===== config.mk =====
export PLATFORM = sky130hd
export DESIGN_NAME = uart_tx_feeder
export DESIGN_NICKNAME = d
export VERILOG_FILES = /design/src/rtl/uart_tx_feeder.sv
export SDC_FILE = /design/constraint.sdc
export NUM_CORES = 1
export LEC_CHECK = 0
export ABC_AREA = 1
export CAP_MARGIN = 20
export CORE_MARGIN = 2
export CORE_UTILIZATION = 25
export CTS_BUF_LIST = sky130_fd_sc_hd__clkbuf_8
export CTS_CLUSTER_SIZE = 12
export DETAILED_ROUTE_END_ITERATION = 7
export DONT_BUFFER_PORTS = 1
export PLACE_DENSITY = 0.47
export SLEW_MARGIN = 0
export SYNTH_ARGS = -nofsm -noshare
export SYNTH_HDL_FRONTEND = slang
export SYNTH_SLANG_ARGS = --single-unit
export TNS_END_PERCENT = 30

===== constraint.sdc =====
create_clock -name clk -period 2.8 [get_ports clk]
set_clock_uncertainty 0.2 [all_clocks]
set_input_delay 0.56 -clock clk [delete_from_list [all_inputs] [get_ports clk]]
set_output_delay 0.56 -clock clk [all_outputs]
set_load 0.01 [all_outputs]

===== src/rtl/uart_tx_feeder.sv =====
// Buffered transmit front-end: queues host bytes in a FIFO and launches them one at a
// time into a UART transmitter, waiting for each tx_done before starting the next.
module uart_tx_feeder #(
    parameter int DATA_WIDTH = 8,
    parameter int DEPTH      = 16,
    localparam int AW        = $clog2(DEPTH)
) (
    input  logic                  clk,
    input  logic                  reset_n,
    input  logic                  wr_valid,
    input  logic [DATA_WIDTH-1:0] wr_data,
    output logic                  wr_ready,
    input  logic                  flush,
    input  logic                  tx_en,
    output logic [DATA_WIDTH-1:0] tx_data,
    output logic                  start_tx,
    input  logic                  tx_done,
    output logic [AW:0]           count,
    output logic                  empty,
    output logic                  full,
    output logic                  busy
);

    // Handshakes: a host write transfers on a clock edge where wr_valid && wr_ready;
    // wr_ready reflects only the registered count, so a same-cycle pop never raises it.
    // Towards the UART, start_tx is a one-cycle launch with tx_data valid, and the
    // character is owned by the UART until its one-cycle tx_done pulse.

    typedef enum logic [1:0] {
        S_IDLE  = 2'd0,
        S_START = 2'd1,
        S_WAIT  = 2'd2
    } state_e;

    localparam logic [AW:0] FULL_CNT = (AW+1)'(DEPTH);

    state_e                state_q, state_d;
    logic [AW-1:0]         wr_ptr_q, wr_ptr_d;
    logic [AW-1:0]         rd_ptr_q, rd_ptr_d;
    logic [AW:0]           count_q, count_d;
    logic [DATA_WIDTH-1:0] tx_data_q, tx_data_d;
    logic                  start_tx_q, start_tx_d;
    logic                  busy_q, busy_d;
    logic [DATA_WIDTH-1:0] mem [DEPTH];
    logic                  do_write;
    logic                  do_pop;

    assign empty    = (count_q == '0);
    assign full     = (count_q == FULL_CNT);
    assign wr_ready = !full;
    assign count    = count_q;
    assign tx_data  = tx_data_q;
    assign start_tx = start_tx_q;
    assign busy     = busy_q;

    assign do_write = wr_valid && !full && !flush;
    assign do_pop   = (state_q == S_IDLE) && !empty && tx_en && !flush;

    // Power-of-two depth lets the pointers wrap by plain overflow.
    always_comb begin
        wr_ptr_d = wr_ptr_q;
        rd_ptr_d = rd_ptr_q;
        count_d  = count_q;
        if (flush) begin
            wr_ptr_d = '0;
            rd_ptr_d = '0;
            count_d  = '0;
        end else begin
            if (do_write) wr_ptr_d = wr_ptr_q + AW'(1);
            if (do_pop)   rd_ptr_d = rd_ptr_q + AW'(1);
            if (do_write && !do_pop)      count_d = count_q + (AW+1)'(1);
            else if (!do_write && do_pop) count_d = count_q - (AW+1)'(1);
        end
    end

    always_comb begin
        state_d    = state_q;
        tx_data_d  = tx_data_q;
        start_tx_d = 1'b0;
        case (state_q)
            S_IDLE: begin
                if (do_pop) begin
                    tx_data_d  = mem[rd_ptr_q];
                    start_tx_d = 1'b1;
                    state_d    = S_START;
                end
            end
            S_START: state_d = S_WAIT;
            S_WAIT: begin
                if (tx_done) state_d = S_IDLE;
            end
            default: state_d = S_IDLE;
        endcase
        busy_d = (state_d != S_IDLE);
    end

    always_ff @(posedge clk) begin
        if (!reset_n) begin
            state_q    <= S_IDLE;
            wr_ptr_q   <= '0;
            rd_ptr_q   <= '0;
            count_q    <= '0;
            tx_data_q  <= '0;
            start_tx_q <= 1'b0;
            busy_q     <= 1'b0;
        end else begin
            state_q    <= state_d;
            wr_ptr_q   <= wr_ptr_d;
            rd_ptr_q   <= rd_ptr_d;
            count_q    <= count_d;
            tx_data_q  <= tx_data_d;
            start_tx_q <= start_tx_d;
            busy_q     <= busy_d;
        end
    end

    // Storage is not reset; only the pointers and count define what is valid.
    always_ff @(posedge clk) begin
        if (reset_n && do_write) mem[wr_ptr_q] <= wr_data;
    end

endmodule

# [Word-level counts from Yosys, hierarchy flattened]
# Memories as Yosys holds them, arrays and structs flattened. A register that Yosys moved wholly into a read port is not among the register bits.
# Cells that the tools add are included.
[totals] in_bits=14 mem_bits_ro=0 wordCells=44 regBits=17 ramBits=128 n_memories=1 latchBits=0 out_inout_bits=18
[classes] shifts=0 bitwise_logic=1 eq_ne=3 mul=0 n_div=0 reduce_logical=21 mux=8 n_lt_le_gt_ge=0 n_addsub=4
[mem_list] memory="mem" depth=16 word_bits=8 read_ports=1 rd_clocked_by_memory_dff=1 wr=1 line_no="44" rtl="logic [DATA_WIDTH-1:0] mem [DEPTH];"
[ops] operator="5-bit two-way mux" count=2
[ops] operator="4-bit by 1-bit adder with 4-bit output (second input constant)" count=2
[ops] operator="1-bit logical AND" count=8
[ops] operator="1-bit logical NOT" count=6
[ops] operator="2-bit one-hot mux with 3 select lines" count=1
[ops] operator="5-bit by 1-bit adder with 5-bit output (second input constant)" count=1
[ops] operator="5-bit == test (second input constant)" count=1
[ops] operator="5-bit logical NOT" count=1
[ops] operator="5-bit by 1-bit subtractor with 5-bit output (second input constant)" count=1
[ops] operator="2-bit two-way mux" count=2
[ops] operator="2-bit AND reduction" count=2
[ops] operator="2-bit nonzero test" count=2
[ops] operator="1-bit two-way mux" count=3
[ops] operator="2-bit by 1-bit == test with 1-bit output (second input constant)" count=1
[ops] operator="2-bit == test (second input constant)" count=1
[ops] operator="2-bit logical NOT" count=1
[ops] operator="2-bit OR reduction" count=1
[ops] operator="1-bit inverter" count=1

# [Longest topological paths before layout]
[depth] ltp_word=8 mapped_depth=12 ltp_nobuf=12

# [Worst setup path after synthesis]
# Ideal clock, no wire load.
[synth_timing] kind="register -> register" start="register count_q[1], in the netlist count[1]" end="register count_q[3], in the netlist count[3]" n_path_buf=0 period_less_slack_ns=2.490 path_stages_with_launch=13 setup_time_ns=0.115 t_required_ns=2.485 arrival_time_ns=2.174 setup_slack_ns=0.310 cell_sequence="dfxtp_1 inv_1 nand4_1 nand2_2 nor2_1 ha_1 inv_1 ha_1 a21oi_1 nand2_1 xor2_1 o21ai_0 inv_1"
[synth_via] word_cells_on_any_way=18 cone_classes="2 x add/sub; 1 x eq/ne; 2 x mux; 13 x reduce/logical"
[synth_rtl] item="start: declaration" line_no="40" rtl="logic [AW:0] count_q, count_d;"
[synth_rtl] item="start signal: assignment" line_no="110" rtl="count_q <= count_d;"
[synth_rtl] item="5-bit == test (*)" line_no="49" rtl="assign full = (count_q == FULL_CNT);"
[synth_rtl] item="1-bit logical NOT (*)"
[synth_rtl] item="net wr_ready" line_no="12" rtl="output logic wr_ready,"
[synth_rtl] item="1-bit logical AND (*) (2 in series)" line_no="56" rtl="assign do_write = wr_valid && !full && !flush;"
[synth_rtl] item="1-bit logical NOT" line_no="72" rtl="else if (!do_write && do_pop) count_d = count_q - (AW+1)'(1);"
[synth_rtl] item="1-bit logical AND" line_no="72"
[synth_rtl] item="2-bit nonzero test (no line)"
# Mark *: on every way through the listed nets, which the timed path passes. The rest lies on a longest branch. The select of a mux whose other input is x is not followed.
# A chain may end at the register's enable or synchronous reset.

# [Final worst setup path]
[layout_timing] start="register count_q[2], in the netlist count[2]" end="register count_q[4], in the netlist count[4]"
[layout_via] elab_chain_cells=8 word_cells_on_any_way=18 cone_classes="2 x add/sub; 1 x eq/ne; 2 x mux; 13 x reduce/logical"
[layout_rtl] item="parallel branches: the longest is 8 deep, another holds 5-bit by 1-bit subtractor with 5-bit output"
# Parallel ways; which one is timed is not known. The select of a mux whose other input is x is not followed.

==> summary.txt <==
Run status
  – Status: completed

Setup path
  – Crit path max fanout: 4
  – Reg2Reg Depth: 12
  – Worst endpoint data arrival time: 2660 ps
  – Worst setup EP type: register
  – Crit path kind: register to register
  – Crit start category: register
  – CP required: roughly 3000 ps

Die
  – Boundary pin count: 32
  – Starting density of the core: 25.6%
  – Die Ht: around 170 um
  – Die W: roughly 170 um
  – Core Area: about 0.026 sq mm
  – # rows: 59
  – Die area: 0.0282 sq mm

Job
  – Number of max-cap violations: 0

Timing
  – Final setup viols: 0
  – Crit path time final: between 2000 and 2500 ps
  – Max Freq: 0.404 GHz
  – Worst setup margin: ~330 ps
  – Final hold violation count: 0
  – Final sum of negative setup slack: 0 ps
  – Worst-Margin Slew: 772 ps
  – RSZ-0062 raised after global routing: no
  – Tcrit/Tclk final: approximately 88%
  – Max-Slew Margin vs Limit: about half
  – Pins over their slew limit: 0

Detailed routing
  – WL met2: approximately 8000 um
  – DR iter-0 viols: around 240
  – Drt drc: 0
  – Vias per Instance: between 4 and 5
  – Antenna viol nets, final: 0
  – Total wire length: ~16,000 um
  – Top routing layer in use: met4
  – Via Count: around 4,400
  – DRT met1 WL: around 7500 um
  – Met3 wire len: roughly 580 um
  – Drt wl/cell: 15.5 um
  – First drt pass iteration count: 4

Power and ir drop
  – P_leak: 3.15 nW
  – Cell Pwr Density: between 500 and 600 mW/mm^2
  – Peak supply drop: 0.290 mV

Clocking
  – Root Buffer: clkbuf_8
  – Post-CTS setup buffers: 0
  – TritonCTS Sinks: between 150 and 200
  – CTS tree: yes
  – Buffer depth of the longest clock path: 2
  – Clk_lat worst skew: between 400 and 500 ps
  – Worst-path clk slew: around 80 ps
  – Resize count post-CTS: 0
  – H-tree Lvls: 4
  – Num CTS Buffers: 17

Synth
  – Net Count, Synth: around 710
  – Most common cell in the netlist: nand2_1
  – Post-synth top cells: 223 x nand2_1, 128 x edfxtp_1, 92 x inv_1, 92 x nand3_1, 39 x nor2_1
  – Syn avg cell area: 9.86 sq um
  – Area contributors post-synth: edfxtp_1 57%, nand2_1 12%, dfxtp_1 7.5%
  – Mux share of post-synthesis cell area: 0%
  – Post-synth top area cell: edfxtp_1
  – Post-synth EDFFs: about 130
  – Complex-gate fraction of the synthesized area: around 1.8%
  – Dominant synthesized flop cell: edfxtp_1
  – Synth Instances: 681
  – Synthesized flop and latch total: about 150
  – Synth Area in Adders: between 2 and 2.5%
  – XOR/XNOR share of the synthesized area: 0.913%
  – Synth warn: 0
  – Area of the mapped netlist: between 0.006 and 0.007 sq mm
  – Async SR Flop Fraction: 0%
  – Post-synth top area share: a little under three fifths
  – Yosys cell types: 26
  – Seq/Total Area, Yosys: between 60% and 70%
  – Largest family of logic cells by synthesized area: simple AND/OR/NAND/NOR gates
  – Simple-gate share of the synthesized area: between 20 and 25%

Layout
  – Design area: approximately 0.0077 sq mm
  – Layout cells sized above 1: ~8.6%
  – # fillers: approximately 2,700
  – Nets: between 700 and 800
  – Final antenna diode count: 0
  – Layout area overhead: 14.7%

Min path
  – Hold Crit Class: primary input to register
  – Worst hold path depth: 2

GRT
  – Total grt overflow: 0
  – Vias in the first global route: around 4,500
  – Antenna violations before repair: 0
  – Largest net degree at the start of global routing: 40
  – Total GRT Usage: about an eighth
  – First-pass GRT wire length: ~26,000 um

Place
  – Placed cell area: 0.00720 sq mm
  – Detailed placement HPWL: a little over 10,000 um
  – Pre-CTS setup slack: 296 ps
  – Gpl congestion: between 0.7 and 0.8
  – Buffers on Ports: 0
## sequential cells by signal, indices dropped and copies added, names as in the netlist
name,flops
busy,1
mem,128
count,5
rd_ptr_q,4
wr_ptr_q,4
tx_data,8
state_q,2
start_tx,1
## kinds of logic after synthesis
logic type / Yosys count
compound gates: 24
xor+xnor: 7
flops: 153
simple gates: 362
buf+inv: 124
fa+ha+maj: 11
## placed cells by master (no fill, tap or decap), drive strengths merged
cell type    count
o21ai            9
nand3b           1
edfxtp         128
inv             99
nand2          225
bufinv           5
clkinv           7
dlygate4sd3      8
nor3             1
ha              10
xnor2            2
buf             28
nand4            2
a21oi           15
xor2             5
nand3           92
fa               1
clkbuf          17
nor2            41
dfxtp           25
## power by group
group          switching [W]  internal, W
sequential         0.0000252      0.00248
combinational       0.000177    0.0000801
clock               0.000803      0.00103
## repair_timing
action | CTS | global route
endpoints found under the hold margin | 128 | 0
hold buffers | 8 | 0
setup endpoints to repair | 0 | 0
## area by class of cell
class,instances,area (sq um),share of cell area [%]
Clock buffer,17,234,3.04
Clock inverter,14,190,2.47
Inverter,97,364,4.73
Multi-Input combinational cell,404,1850,24.0
Sequential cell,153,4350,56.4
Tap cell,335,419,5.44
Timing Repair Buffer,36,303,3.93
## critical path, stage by stage, from the launching register on
cell,delay (ps)
dfxtp_1,440
inv_1,100
nand4_1,130
nand2_2,110
nor2_1,150
ha_1,240
inv_1,110
ha_1,340
nand2_1,60
o21ai_0,190
xor2_1,160
nand2_1,70
a21oi_1,110
## final timing paths
kind,start,end,slack [ps]
setup / recovery,count[2]$_SDFFE_PP0P_,count[4]$_SDFFE_PP0P_,330
hold / removal,wr_valid,wr_ptr_q[0]$_SDFFE_PP0N_,130
setup reg to reg,count[2]$_SDFFE_PP0P_,count[4]$_SDFFE_PP0P_,330
hold reg to reg,wr_ptr_q[3]$_SDFFE_PP0N_,wr_ptr_q[3]$_SDFFE_PP0N_,310
## per-stage QoR
stage          cells  total power [W]  hold WS [ps]  utilization (%)
2_1_floorplan    681          0.00272           267                -
6_report        1056          0.00460           130             29.4
4_1_cts         1056          0.00467          90.5             29.4
5_1_grt         1056          0.00478          98.7             29.4
3_5_place_dp    1017          0.00279           300             27.5
3_3_place_gp    1017          0.00278           297             27.5
## routing by layer
metal	vias to the layer above	track usage, %
met5	-	0
met4	0	4.08
met3	18	2.82
met2	66	20.2
met1	2102	16.0
li1	2254	-
Power figures use the tool's default switching activity.
